==> config.mk <==
export PLATFORM = sky130hd
export DESIGN_NAME = meter_channel_scheduler_flat
export DESIGN_NICKNAME = d
export VERILOG_FILES = /design/src/rtl/meter_channel_scheduler_pkg.sv /design/src/rtl/meter_channel_scheduler_if.sv /design/src/rtl/meter_channel_scheduler_rr_pick.sv /design/src/rtl/meter_channel_scheduler.sv /design/src/flat_wrapper.sv
export SDC_FILE = /design/constraint.sdc
export NUM_CORES = 1
export LEC_CHECK = 0
export ABC_AREA = 1
export CELL_PAD_IN_SITES_DETAIL_PLACEMENT = 1
export CELL_PAD_IN_SITES_GLOBAL_PLACEMENT = 1
export CORE_AREA = 2 2 122 124
export CTS_BUF_LIST = sky130_fd_sc_hd__clkbuf_16
export CTS_CLUSTER_SIZE = 16
export DETAILED_ROUTE_END_ITERATION = 10
export DIE_AREA = 0 0 124 126
export DONT_BUFFER_PORTS = 1
export PLACE_DENSITY_LB_ADDON = 0.1
export SYNTH_ARGS = -nofsm -noshare
export SYNTH_HDL_FRONTEND = slang
export SYNTH_HIERARCHICAL = 1
export SYNTH_SLANG_ARGS = --single-unit
==> constraint.sdc <==
create_clock -name clock -period 4.9 [get_ports clock]
set_clock_uncertainty 0.05 [all_clocks]
set_input_delay 0 -clock clock [delete_from_list [all_inputs] [get_ports clock]]
set_output_delay 0 -clock clock [all_outputs]
set_load 0.01 [all_outputs]
==> src/rtl/meter_channel_scheduler_pkg.sv <==
// Shared types, constants and helpers for the meter channel scheduler.
package meter_channel_scheduler_pkg;

  localparam int N_CH      = 4;
  localparam int CH_W      = 2;
  localparam int CLEAR_LEN = 2;
  localparam int SETTLE    = 4;

  localparam logic [31:0]     DWELL_MIN   = 32'd16;
  localparam logic [31:0]     NOSIG_HI    = 32'hFFFF_FFFF;
  localparam logic [31:0]     NOSIG_LO    = 32'h0000_0000;
  // Down-counter reload values: a phase of L cycles counts L-1 .. 0
  localparam logic [31:0]     CLEAR_LOAD  = 32'(CLEAR_LEN - 1);
  localparam logic [31:0]     SETTLE_LOAD = 32'(SETTLE - 1);
  // Highest channel index: picking "above" it yields the lowest set bit
  localparam logic [CH_W-1:0] CH_TOP      = CH_W'(N_CH - 1);

  typedef enum logic [2:0] {
    ST_IDLE    = 3'd0,
    ST_CLEAR   = 3'd1,
    ST_SETTLE  = 3'd2,
    ST_DWELL   = 3'd3,
    ST_CAPTURE = 3'd4
  } state_e;

  // Measurement window length with the lower clamp applied
  function automatic logic [31:0] clamp_dwell(input logic [31:0] d);
    return (d < DWELL_MIN) ? DWELL_MIN : d;
  endfunction

  // A stuck-low or saturated period means no toggling input was seen
  function automatic logic is_nosignal(input logic [31:0] p);
    return (p == NOSIG_LO) || (p == NOSIG_HI);
  endfunction

endpackage

==> src/rtl/meter_channel_scheduler_if.sv <==
// Control, meter and result signals of the meter channel scheduler.
// master = scheduler side, slave = surrounding logic (mux, meter, consumer).
interface meter_channel_scheduler_if;
  import meter_channel_scheduler_pkg::*;

  logic            enable;
  logic            single_shot;
  logic [N_CH-1:0] chan_mask;
  logic [31:0]     dwell_cycles;
  logic [31:0]     meter_period;
  logic [31:0]     meter_duty;
  logic [CH_W-1:0] meter_sel;
  logic            meter_clear;
  logic            res_valid;
  logic [CH_W-1:0] res_chan;
  logic [31:0]     res_period;
  logic [31:0]     res_duty;
  logic            res_nosignal;
  logic            busy;
  logic            pass_done;

  modport master (
    input  enable, single_shot, chan_mask, dwell_cycles, meter_period, meter_duty,
    output meter_sel, meter_clear, res_valid, res_chan, res_period, res_duty,
           res_nosignal, busy, pass_done
  );

  modport slave (
    output enable, single_shot, chan_mask, dwell_cycles, meter_period, meter_duty,
    input  meter_sel, meter_clear, res_valid, res_chan, res_period, res_duty,
           res_nosignal, busy, pass_done
  );

endinterface

==> src/rtl/meter_channel_scheduler_rr_pick.sv <==
// meter_rr_pick: combinational round-robin picker. Returns the first set
// mask bit strictly above cur; if none, the lowest set bit with wrapped=1.
// none=1 when the mask is empty.
module meter_rr_pick
  import meter_channel_scheduler_pkg::*;
(
  input  logic [N_CH-1:0] mask,
  input  logic [CH_W-1:0] cur,
  output logic [CH_W-1:0] next_ch,
  output logic            wrapped,
  output logic            none
);

  logic [CH_W-1:0] above_s;
  logic [CH_W-1:0] lowest_s;
  logic            has_above_s;
  logic            has_any_s;

  // Descending scan: the last hit is the lowest qualifying index
  always_comb begin
    above_s     = {CH_W{1'b0}};
    lowest_s    = {CH_W{1'b0}};
    has_above_s = 1'b0;
    has_any_s   = 1'b0;
    for (int i = N_CH - 1; i >= 0; i--) begin
      if (mask[i]) begin
        lowest_s  = CH_W'(i);
        has_any_s = 1'b1;
        if (i > int'(cur)) begin
          above_s     = CH_W'(i);
          has_above_s = 1'b1;
        end else begin
          has_above_s = has_above_s;
        end
      end else begin
        has_any_s = has_any_s;
      end
    end
  end

  // Select between the upward hit and the wrap-around candidate
  always_comb begin
    if (has_above_s) begin
      next_ch = above_s;
      wrapped = 1'b0;
    end else begin
      next_ch = lowest_s;
      wrapped = has_any_s;
    end
    none = ~has_any_s;
  end

endmodule

==> src/rtl/meter_channel_scheduler.sv <==
// meter_channel_scheduler: time-shares one duration meter across N_CH inputs.
// Per channel: route input, clear meter, settle, dwell, capture result.
module meter_channel_scheduler
  import meter_channel_scheduler_pkg::*;
(
  input logic                        clock,
  input logic                        reset_n,
  meter_channel_scheduler_if.master  bus
);

  state_e          state_r;
  logic [31:0]     cnt_r;
  logic [CH_W-1:0] next_ch_r;
  logic            stop_r;
  logic            disarm_r;
  logic            armed_r;

  logic [CH_W-1:0] cur_s;
  logic [CH_W-1:0] rr_next_s;
  logic            rr_wrapped_s;
  logic            rr_none_s;

  // In IDLE search from the top so the picker returns the lowest set bit
  always_comb begin
    if (state_r == ST_IDLE) begin
      cur_s = CH_TOP;
    end else begin
      cur_s = bus.meter_sel;
    end
  end

  meter_rr_pick u_rr_pick (
    .mask    (bus.chan_mask),
    .cur     (cur_s),
    .next_ch (rr_next_s),
    .wrapped (rr_wrapped_s),
    .none    (rr_none_s)
  );

  // Scheduler FSM, shared phase down-counter and registered outputs.
  // The next-channel pick is taken on the DWELL->CAPTURE edge so that
  // pass_done can be a registered pulse aligned with res_valid.
  always_ff @(posedge clock) begin
    if (!reset_n) begin
      state_r          <= ST_IDLE;
      cnt_r            <= 32'd0;
      next_ch_r        <= {CH_W{1'b0}};
      stop_r           <= 1'b0;
      disarm_r         <= 1'b0;
      armed_r          <= 1'b1;
      bus.meter_sel    <= {CH_W{1'b0}};
      bus.meter_clear  <= 1'b0;
      bus.res_valid    <= 1'b0;
      bus.res_chan     <= {CH_W{1'b0}};
      bus.res_period   <= 32'd0;
      bus.res_duty     <= 32'd0;
      bus.res_nosignal <= 1'b0;
      bus.busy         <= 1'b0;
      bus.pass_done    <= 1'b0;
    end else begin
      bus.res_valid <= 1'b0;
      bus.pass_done <= 1'b0;
      if (!bus.enable) begin
        // Abort anywhere; results stay held, a single-shot run is re-armed
        state_r         <= ST_IDLE;
        cnt_r           <= 32'd0;
        armed_r         <= 1'b1;
        bus.meter_clear <= 1'b0;
        bus.busy        <= 1'b0;
      end else begin
        case (state_r)
          ST_IDLE: begin
            if (armed_r && !rr_none_s) begin
              state_r         <= ST_CLEAR;
              cnt_r           <= CLEAR_LOAD;
              bus.meter_sel   <= rr_next_s;
              bus.meter_clear <= 1'b1;
              bus.busy        <= 1'b1;
            end
          end
          ST_CLEAR: begin
            if (cnt_r == 32'd0) begin
              state_r         <= ST_SETTLE;
              cnt_r           <= SETTLE_LOAD;
              bus.meter_clear <= 1'b0;
            end else begin
              cnt_r <= cnt_r - 32'd1;
            end
          end
          ST_SETTLE: begin
            if (cnt_r == 32'd0) begin
              state_r <= ST_DWELL;
              cnt_r   <= clamp_dwell(bus.dwell_cycles) - 32'd1;
            end else begin
              cnt_r <= cnt_r - 32'd1;
            end
          end
          ST_DWELL: begin
            if (cnt_r == 32'd0) begin
              state_r          <= ST_CAPTURE;
              bus.res_valid    <= 1'b1;
              bus.res_chan     <= bus.meter_sel;
              bus.res_period   <= bus.meter_period;
              bus.res_duty     <= bus.meter_duty;
              bus.res_nosignal <= is_nosignal(bus.meter_period);
              bus.pass_done    <= rr_wrapped_s | rr_none_s;
              next_ch_r        <= rr_next_s;
              stop_r           <= rr_none_s | (rr_wrapped_s & bus.single_shot);
              disarm_r         <= rr_wrapped_s & bus.single_shot;
            end else begin
              cnt_r <= cnt_r - 32'd1;
            end
          end
          ST_CAPTURE: begin
            if (stop_r) begin
              state_r  <= ST_IDLE;
              bus.busy <= 1'b0;
              if (disarm_r) begin
                armed_r <= 1'b0;
              end
            end else begin
              state_r         <= ST_CLEAR;
              cnt_r           <= CLEAR_LOAD;
              bus.meter_sel   <= next_ch_r;
              bus.meter_clear <= 1'b1;
            end
          end
          default: begin
            state_r         <= ST_IDLE;
            bus.meter_clear <= 1'b0;
            bus.busy        <= 1'b0;
          end
        endcase
      end
    end
  end

endmodule

==> src/flat_wrapper.sv <==
// flat-port wrapper written by rule: the top's interface ports become plain ports
module meter_channel_scheduler_flat import meter_channel_scheduler_pkg::*;
  (clock, reset_n, bus_enable, bus_single_shot, bus_chan_mask, bus_dwell_cycles, bus_meter_period, bus_meter_duty, bus_meter_sel, bus_meter_clear, bus_res_valid, bus_res_chan, bus_res_period, bus_res_duty, bus_res_nosignal, bus_busy, bus_pass_done);
  meter_channel_scheduler_if bus_i ();
  input logic clock;
  input logic reset_n;
  input wire logic [$bits(bus_i.enable)-1:0] bus_enable;
  input wire logic [$bits(bus_i.single_shot)-1:0] bus_single_shot;
  input wire logic [$bits(bus_i.chan_mask)-1:0] bus_chan_mask;
  input wire logic [$bits(bus_i.dwell_cycles)-1:0] bus_dwell_cycles;
  input wire logic [$bits(bus_i.meter_period)-1:0] bus_meter_period;
  input wire logic [$bits(bus_i.meter_duty)-1:0] bus_meter_duty;
  output wire logic [$bits(bus_i.meter_sel)-1:0] bus_meter_sel;
  output wire logic [$bits(bus_i.meter_clear)-1:0] bus_meter_clear;
  output wire logic [$bits(bus_i.res_valid)-1:0] bus_res_valid;
  output wire logic [$bits(bus_i.res_chan)-1:0] bus_res_chan;
  output wire logic [$bits(bus_i.res_period)-1:0] bus_res_period;
  output wire logic [$bits(bus_i.res_duty)-1:0] bus_res_duty;
  output wire logic [$bits(bus_i.res_nosignal)-1:0] bus_res_nosignal;
  output wire logic [$bits(bus_i.busy)-1:0] bus_busy;
  output wire logic [$bits(bus_i.pass_done)-1:0] bus_pass_done;
  assign bus_i.enable = bus_enable;
  assign bus_i.single_shot = bus_single_shot;
  assign bus_i.chan_mask = bus_chan_mask;
  assign bus_i.dwell_cycles = bus_dwell_cycles;
  assign bus_i.meter_period = bus_meter_period;
  assign bus_i.meter_duty = bus_meter_duty;
  assign bus_meter_sel = bus_i.meter_sel;
  assign bus_meter_clear = bus_i.meter_clear;
  assign bus_res_valid = bus_i.res_valid;
  assign bus_res_chan = bus_i.res_chan;
  assign bus_res_period = bus_i.res_period;
  assign bus_res_duty = bus_i.res_duty;
  assign bus_res_nosignal = bus_i.res_nosignal;
  assign bus_busy = bus_i.busy;
  assign bus_pass_done = bus_i.pass_done;
  meter_channel_scheduler u_core (.clock(clock), .reset_n(reset_n), .bus(bus_i));
endmodule
Word level (Yosys, flattened, before mapping)
Cells that the tools add are included.
{"block": "word_totals", "register_bits": 113, "inputBits": 104, "out_inout_bits": 73, "elab_cells": 104}
{"block": "classes", "add_sub_neg": 2, "order_cmp": 4, "n_eq_ne": 12, "mux": 46, "bitwise_logic": 6, "n_reduce_logical": 19}
{"operator": "$mux W32", "n": 6}
{"operator": "$pmux W32 S5", "n": 1}
{"operator": "$logic_not A32 Y1", "n": 2}
{"operator": "$sub A32 B1 Y32 const B", "n": 2}
{"operator": "$eq A32 B32 Y1 const B", "n": 1}
{"operator": "$lt A32 B5 Y1 const B", "n": 1}
{"operator": "$mux W2", "n": 14}
{"operator": "$reduce_and A4 Y1", "n": 5}
{"operator": "$mux W1", "n": 17}
{"operator": "$pmux W3 S5", "n": 1}
{"operator": "$mux W3", "n": 4}
{"operator": "$reduce_and A3 Y1", "n": 4}
{"operator": "$ne A2 B1 Y1 const B", "n": 4}
{"operator": "$eq A3 B2 Y1 const B", "n": 2}
{"operator": "$ne A2 B2 Y1 const B", "n": 3}
{"operator": "$reduce_bool A5 Y1", "n": 1}
{"operator": "$gt A2 B2 Y1 const A", "n": 2}
{"operator": "$pmux W1 S4", "n": 1}
{"operator": "$pmux W2 S2", "n": 1}
{"operator": "$eq A3 B1 Y1 const B", "n": 1}
{"operator": "$eq A3 B3 Y1 const B", "n": 1}
{"operator": "$logic_not A3 Y1", "n": 1}
{"operator": "$not A1 Y1", "n": 3}
{"operator": "$pmux W1 S3", "n": 1}
{"operator": "9 further kinds", "n": 10}

Logic depth before layout (Yosys ltp)
{"block": "logic_depth", "word_depth": 12, "ltp_mapped": 18}

Cells and area by module
Netlist, hierarchy kept.
{"mod": "meter_channel_scheduler", "n_inst": 1, "cells_per_inst": 1009, "area_each_um2": 6543.8, "seq_area_each_um2": 2262.2}
{"mod": "meter_rr_pick", "n_inst": 1, "cells_per_inst": 23, "area_each_um2": 108.9, "seq_area_each_um2": 0.0}

Worst setup path after synthesis
OpenSTA, ideal clock, no wires.
{"block": "synth_path", "kind": "reg-to-reg", "startpoint": "register u_core.cnt_r[0]", "endpoint": "register u_core.cnt_r[22]", "setup_time_ps": 71, "t_arrival_ps": 2080, "required_ps": 4779, "path_slack_ps": 2699, "path_stages_with_launch": 17, "n_path_buf": 0, "period_less_slack_ps": 2201, "cell_sequence": "dfxtp_1 -> inv_1 -> ha_1 -> nand2_2 -> nor2_4 -> nand2_2 -> nor2_4 -> nand2_1 -> nor2_2 -> nand2_1 -> nand2_1 -> nand2_1 -> inv_1 -> or2_2 -> nand2_1 -> nand2_1 -> a21oi_1"}
{"block": "synth_via", "elab_chain_len": 3}
{"item": "start: declaration", "line": "meter_channel_scheduler.sv:12", "text": "logic [31:0] cnt_r;"}
{"item": "start signal: assignment", "line": "meter_channel_scheduler.sv:87", "text": "cnt_r <= cnt_r - 32'd1;"}
{"item": "start signal: assignment", "line": "meter_channel_scheduler.sv:93", "text": "cnt_r <= clamp_dwell(bus.dwell_cycles) - 32'd1;"}
{"item": "start signal: assignment", "line": "meter_channel_scheduler.sv:95", "text": "cnt_r <= cnt_r - 32'd1;"}
{"item": "$sub A32 B1 Y32 / $logic_not A32 Y1 (equally long branches)"}
{"item": "$mux W32, or another cell as far along", "line": "meter_channel_scheduler.sv:99", "text": "if (cnt_r == 32'd0) begin"}
{"item": "$pmux W32 S5 / $reduce_and A4 Y1 (equally long branches)"}
Parallel ways exist; a longest one is shown, timed or not. The select of a mux whose other input is x is not followed.
A chain may end at the register's enable or synchronous reset.

Worst setup path in the final report
{"block": "layout_path", "startpoint": "register u_core.state_r[0]", "endpoint": "register u_core.bus.meter_sel[0]"}
{"block": "layout_via", "elab_chain_len": 12}
{"item": "start: declaration", "line": "meter_channel_scheduler.sv:11", "text": "state_e state_r;"}
{"item": "start signal: assignment", "line": "meter_channel_scheduler.sv:45", "text": "state_r <= ST_IDLE;"}
{"item": "start signal: assignment", "line": "meter_channel_scheduler.sv:65", "text": "state_r <= ST_IDLE;"}
{"item": "start signal: assignment", "line": "meter_channel_scheduler.sv:74", "text": "state_r <= ST_CLEAR;"}
{"item": "$logic_not A3 Y1 *", "line": "meter_channel_scheduler.sv:25", "text": "if (state_r == ST_IDLE) begin"}
{"item": "$mux W2 *", "line": "meter_channel_scheduler.sv:25"}
{"item": "net u_core.cur_s[1]", "line": "meter_channel_scheduler.sv:18", "text": "logic [CH_W-1:0] cur_s;"}
{"item": "$gt A2 B2 Y1", "line": "meter_channel_scheduler_rr_pick.sv:29", "text": "if (i > int'(cur)) begin"}
{"item": "$mux W2 / $mux W1 (equally long branches)", "line": "meter_channel_scheduler_rr_pick.sv:29"}
{"item": "$mux W2 / $mux W1 (equally long branches)", "line": "meter_channel_scheduler_rr_pick.sv:26", "text": "if (mask[i]) begin"}
{"item": "$mux W2 / $mux W1 (equally long branches)", "line": "meter_channel_scheduler_rr_pick.sv:29"}
{"item": "$mux W2 / $mux W1 (equally long branches)", "line": "meter_channel_scheduler_rr_pick.sv:26"}
{"item": "$mux W2 / $mux W1 (equally long branches)", "line": "meter_channel_scheduler_rr_pick.sv:29"}
{"item": "$mux W2 / $mux W1 (equally long branches)", "line": "meter_channel_scheduler_rr_pick.sv:26"}
{"item": "$mux W2 *", "line": "meter_channel_scheduler_rr_pick.sv:43", "text": "if (has_above_s) begin"}
{"item": "net u_core.rr_next_s[0]", "line": "meter_channel_scheduler.sv:19", "text": "logic [CH_W-1:0] rr_next_s;"}
{"item": "$mux W2 *", "line": "meter_channel_scheduler.sv:73", "text": "if (armed_r && !rr_none_s) begin"}
{"item": "$pmux W2 S2 *", "line": "meter_channel_scheduler.sv:71", "text": "case (state_r)"}
{"item": "end signal: assignment", "line": "meter_channel_scheduler.sv:51", "text": "bus.meter_sel <= {CH_W{1'b0}};"}
{"item": "end signal: assignment", "line": "meter_channel_scheduler.sv:76", "text": "bus.meter_sel <= rr_next_s;"}
{"item": "end signal: assignment", "line": "meter_channel_scheduler.sv:124", "text": "bus.meter_sel <= next_ch_r;"}
{"item": "end: declaration", "line": "meter_channel_scheduler_if.sv:24", "text": "output meter_sel, meter_clear, res_valid, res_chan, res_period, res_duty,"}
Mark *: on every way through the listed nets, which the timed path passes. The rest lies on a longest branch. The select of a mux whose other input is x is not followed.

==> impl_metrics.json <==
{
  "root_buffer": "clkbuf_16",
  "synth.top_cell.area_share": 0.340,
  "cts_tree": "done",
  "drtAntennaViolNets": 0,
  "finalHoldViolations": 0,
  "outcome": "complete, no violations",
  "cap_viol_max_count": 0,
  "crit_top_cell": "nand2_1",
  "place_ws_ps": 1900,
  "syn-num-nets": 1138,
  "slew_headroom": 0.433,
  "layout-drive-gt1-share": 0.0815,
  "ys_ff_latch": 113,
  "viasPerCell": 5.87,
  "fin_nets": 1234,
  "antenna_found_initial": 0,
  "cp-start-kind": "flip-flop",
  "grt_use_total": 0.370,
  "worst_slack_ps": 1610,
  "final.setup.tns_ps": 0,
  "reg2reg_slack_ps": 1610,
  "grt_max_degree": 48,
  "worstPathRequired_ps": 5130,
  "period_minus_slack_ps": 3290,
  "avgRoutedWirePerCell_um": 21.6,
  "ys.flop_type": "dfxtp_1",
  "wl_um": 28600,
  "synth_area_leaders": "dfxtp_1 (34%), nand2_1 (16%), nor2_1 (7.8%)",
  "grt_pass1_wl_um": 44400,
  "grt_pass1_vias": 8311,
  "io_buffer_count": 0,
  "std_cell_rows": 44,
  "crit_chain": "nor2_1 > inv_1 > nor2_1 > inv_1 > nand2_1 > nand2_1 > nand2_2 > nand2_1 > nand2_1 > dlygate4sd3_1 > nand2_1 > dlygate4sd3_1 > nand2_1 > a31oi_1",
  "synth_edf_count": 0,
  "p_leak_nw": 3.52,
  "io_pins": 177,
  "timing.fmax_mhz": 304,
  "start_util": 0.465,
  "die_h_um": 126,
  "cts_made_buffers": 17,
  "drt-pass1-iter-count": 6,
  "coreArea_sq_um": 14300,
  "fillCellCount": 1880,
  "arrival_ps": 3520,
  "ir_drop_uv": 468,
  "rsz0062_at_grt": "false",
  "syn_to_final_growth_pct": 26.4,
  "multiInputGateArea_sq_um": 3790,
  "gp_congestion": 0.861,
  "clock_path_buffers": 2,
  "worst-path-buf-inv": 4,
  "period_share": 0.671,
  "hpwl_um": 15900,
  "path_class": "flip-flop to flip-flop",
  "dr_total_vias": 7775,
  "ys_seq_area_frac": 0.340,
  "cp_max_fo": 4,
  "hp-class": "primary input to flip-flop",
  "synthArstFlopShare": 0,
  "synthesis.instances": 1032,
  "yosysUniqueCellTypes": 40,
  "report.final.slew_viol_count": 0,
  "fp.dieW_um": 124,
  "cts_sinks": 113,
  "drtIter0Drc": 465,
  "grt_overflow": 0,
  "critical_path.slowest_cell": "dlygate4sd3_1",
  "cp_slowest_stage_delay_ps": 590,
  "ys.warnings.count": 6,
  "design.die.area_sq_um": 15600,
  "worst_setup_path_end_kind": "flip-flop",
  "clkSlewWorstSetupHoldPaths_ps": 60,
  "worst_pin_slew_ps": 842,
  "synth_area_leader_cell": "dfxtp_1",
  "setup_viol": 0,
  "syn-cell-area_sq_um": 6650,
  "seq_area_sq_um": 2260,
  "insertion_delay_ps": 420,
  "cts_max_level": 4,
  "drc": 0,
  "syn_avg_cell_area_sq_um": 6.45,
  "cp_top_family": "buffers and inverters",
  "antennaDiodeCount": 0,
  "power_density_nw_per_um2": 782
}
==> cell usage after synthesis, types with 14 or more instances <==
cell type	count
clkbuf_1	17
dfxtp_1	113
a21oi_1	80
nand3_1	60
inv_1	108
nand2_1	291
nor4_1	14
a211oi_1	22
o21ai_0	24
nor2_1	139
xor2_1	22
nand4_1	26
==> cell type report <==
cell class,count,share of cell area
flip-flops and latches,113,0.269
multi-input cells,767,0.451
repair buffers,110,0.129
well taps,184,0.0274
clock buffers,17,0.0506
clock inverters,15,0.0201
inverters,119,0.0531
==> routing by layer <==
metal  GRT usage  share of wire  wire (um)  vias to the layer above
li1            -              -          -                     3538
met1       0.396           0.37      10600                     3741
met2       0.653           0.51      14500                      377
met3      0.0951          0.065       1870                      119
met4       0.205          0.054       1550                        0
met5           0              0          0                        -
==> power breakdown <==
| group | switching (mW) | total (mW) | internal (mW) |
|---|---|---|---|
| clock | 0.497 | 1.29 | 0.797 |
| sequential | 0.177 | 1.22 | 1.05 |
| combinational | 2.77 | 4.05 | 1.29 |
| total | 3.44 | 6.57 | 3.13 |
==> final timing paths <==
| path | depth (start not counted) | to | from |
|---|---|---|---|
| worst min-delay path | 5 | u_core/cnt_r[21] | bus_dwell_cycles[21] |
| worst max register to register | 14 | u_core/bus.meter_sel[0] | u_core/state_r[0] |
| worst min register to register | 2 | u_core/cnt_r[31] | u_core/cnt_r[31] |
| worst max-delay path | 14 | u_core/bus.meter_sel[0] | u_core/state_r[0] |
==> metrics by stage <==
step,area (sq um),instances,hold WS (ps),util,total power [mW]
after floorplan,6650,1032,87.8,-,4.09
after global placement,6770,1189,92.3,0.473,4.91
after detailed placement,6770,1189,96.0,0.473,4.98
after CTS,8410,1325,3.93,0.588,6.38
after global routing,8410,1325,52.2,0.588,7.01
final,8410,1325,2.98,0.588,6.57
==> state kept, by name (all words and copies together) (netlist names), 2 cells and up <==
| name | cells |
|---|---|
| u_core/bus.meter_sel | 2 |
| u_core/bus.res_chan | 2 |
| u_core/bus.res_duty | 32 |
| u_core/bus.res_period | 32 |
| u_core/cnt_r | 32 |
| u_core/next_ch_r | 2 |
| u_core/state_r | 3 |
==> placed cells by master, fill, tap and decap left out, types with 3 or more instances in the layout <==
cell / netlist / routed
nor3_2: 7 / 6
inv_2: 10 / 10
clkinv_4: 0 / 3
o21ai_0: 24 / 24
xnor2_1: 9 / 9
nand4_1: 26 / 26
bufinv_16: 0 / 3
nand3b_1: 3 / 3
dlygate4sd3_1: 0 / 104
a211oi_2: 9 / 9
a31oi_1: 3 / 3
xor2_1: 22 / 22
clkbuf_16: 0 / 17
o21bai_1: 5 / 5
nor3_1: 6 / 6
nand3_1: 60 / 60
nor3_4: 2 / 3
nand2_2: 7 / 7
nor4_1: 14 / 14
nor2_1: 139 / 139
clkinv_2: 0 / 4
or2_2: 7 / 7
nor2_2: 8 / 8
buf_4: 4 / 6
nor2_4: 4 / 4
o21ai_1: 5 / 5
a21oi_1: 80 / 80
inv_1: 108 / 110
nand2_1: 291 / 291
a211oi_1: 22 / 22
dfxtp_1: 113 / 113
o211ai_1: 3 / 3
==> cells by family after synthesis <==
logic type      Yosys count  synth area share
fa+ha+maj                 2           0.00376
simple gates            576             0.380
flops                   113             0.340
xor+xnor                 31            0.0408
compound gates          158             0.144
buf+inv                 152            0.0912
==> what timing repair did <==
item / in CTS / in global routing
resized for setup: 0 / 0
hold buffers: 104 / 0
endpoints found under the setup margin: 0 / 0
hold endpoints to repair: 95 / 0
setup buffers: 0 / 0
==> worst reg2reg max path: cells and delay by family, from the launching register on <==
kind                   cells  cell delay (ps)
buffers and inverters      4             1440
AO/OA/AOI/OAI              1              110
AND/OR/NAND/NOR            9             1190
flip-flops                 1              370
Note: power is estimated with default switching activity, not from simulation.
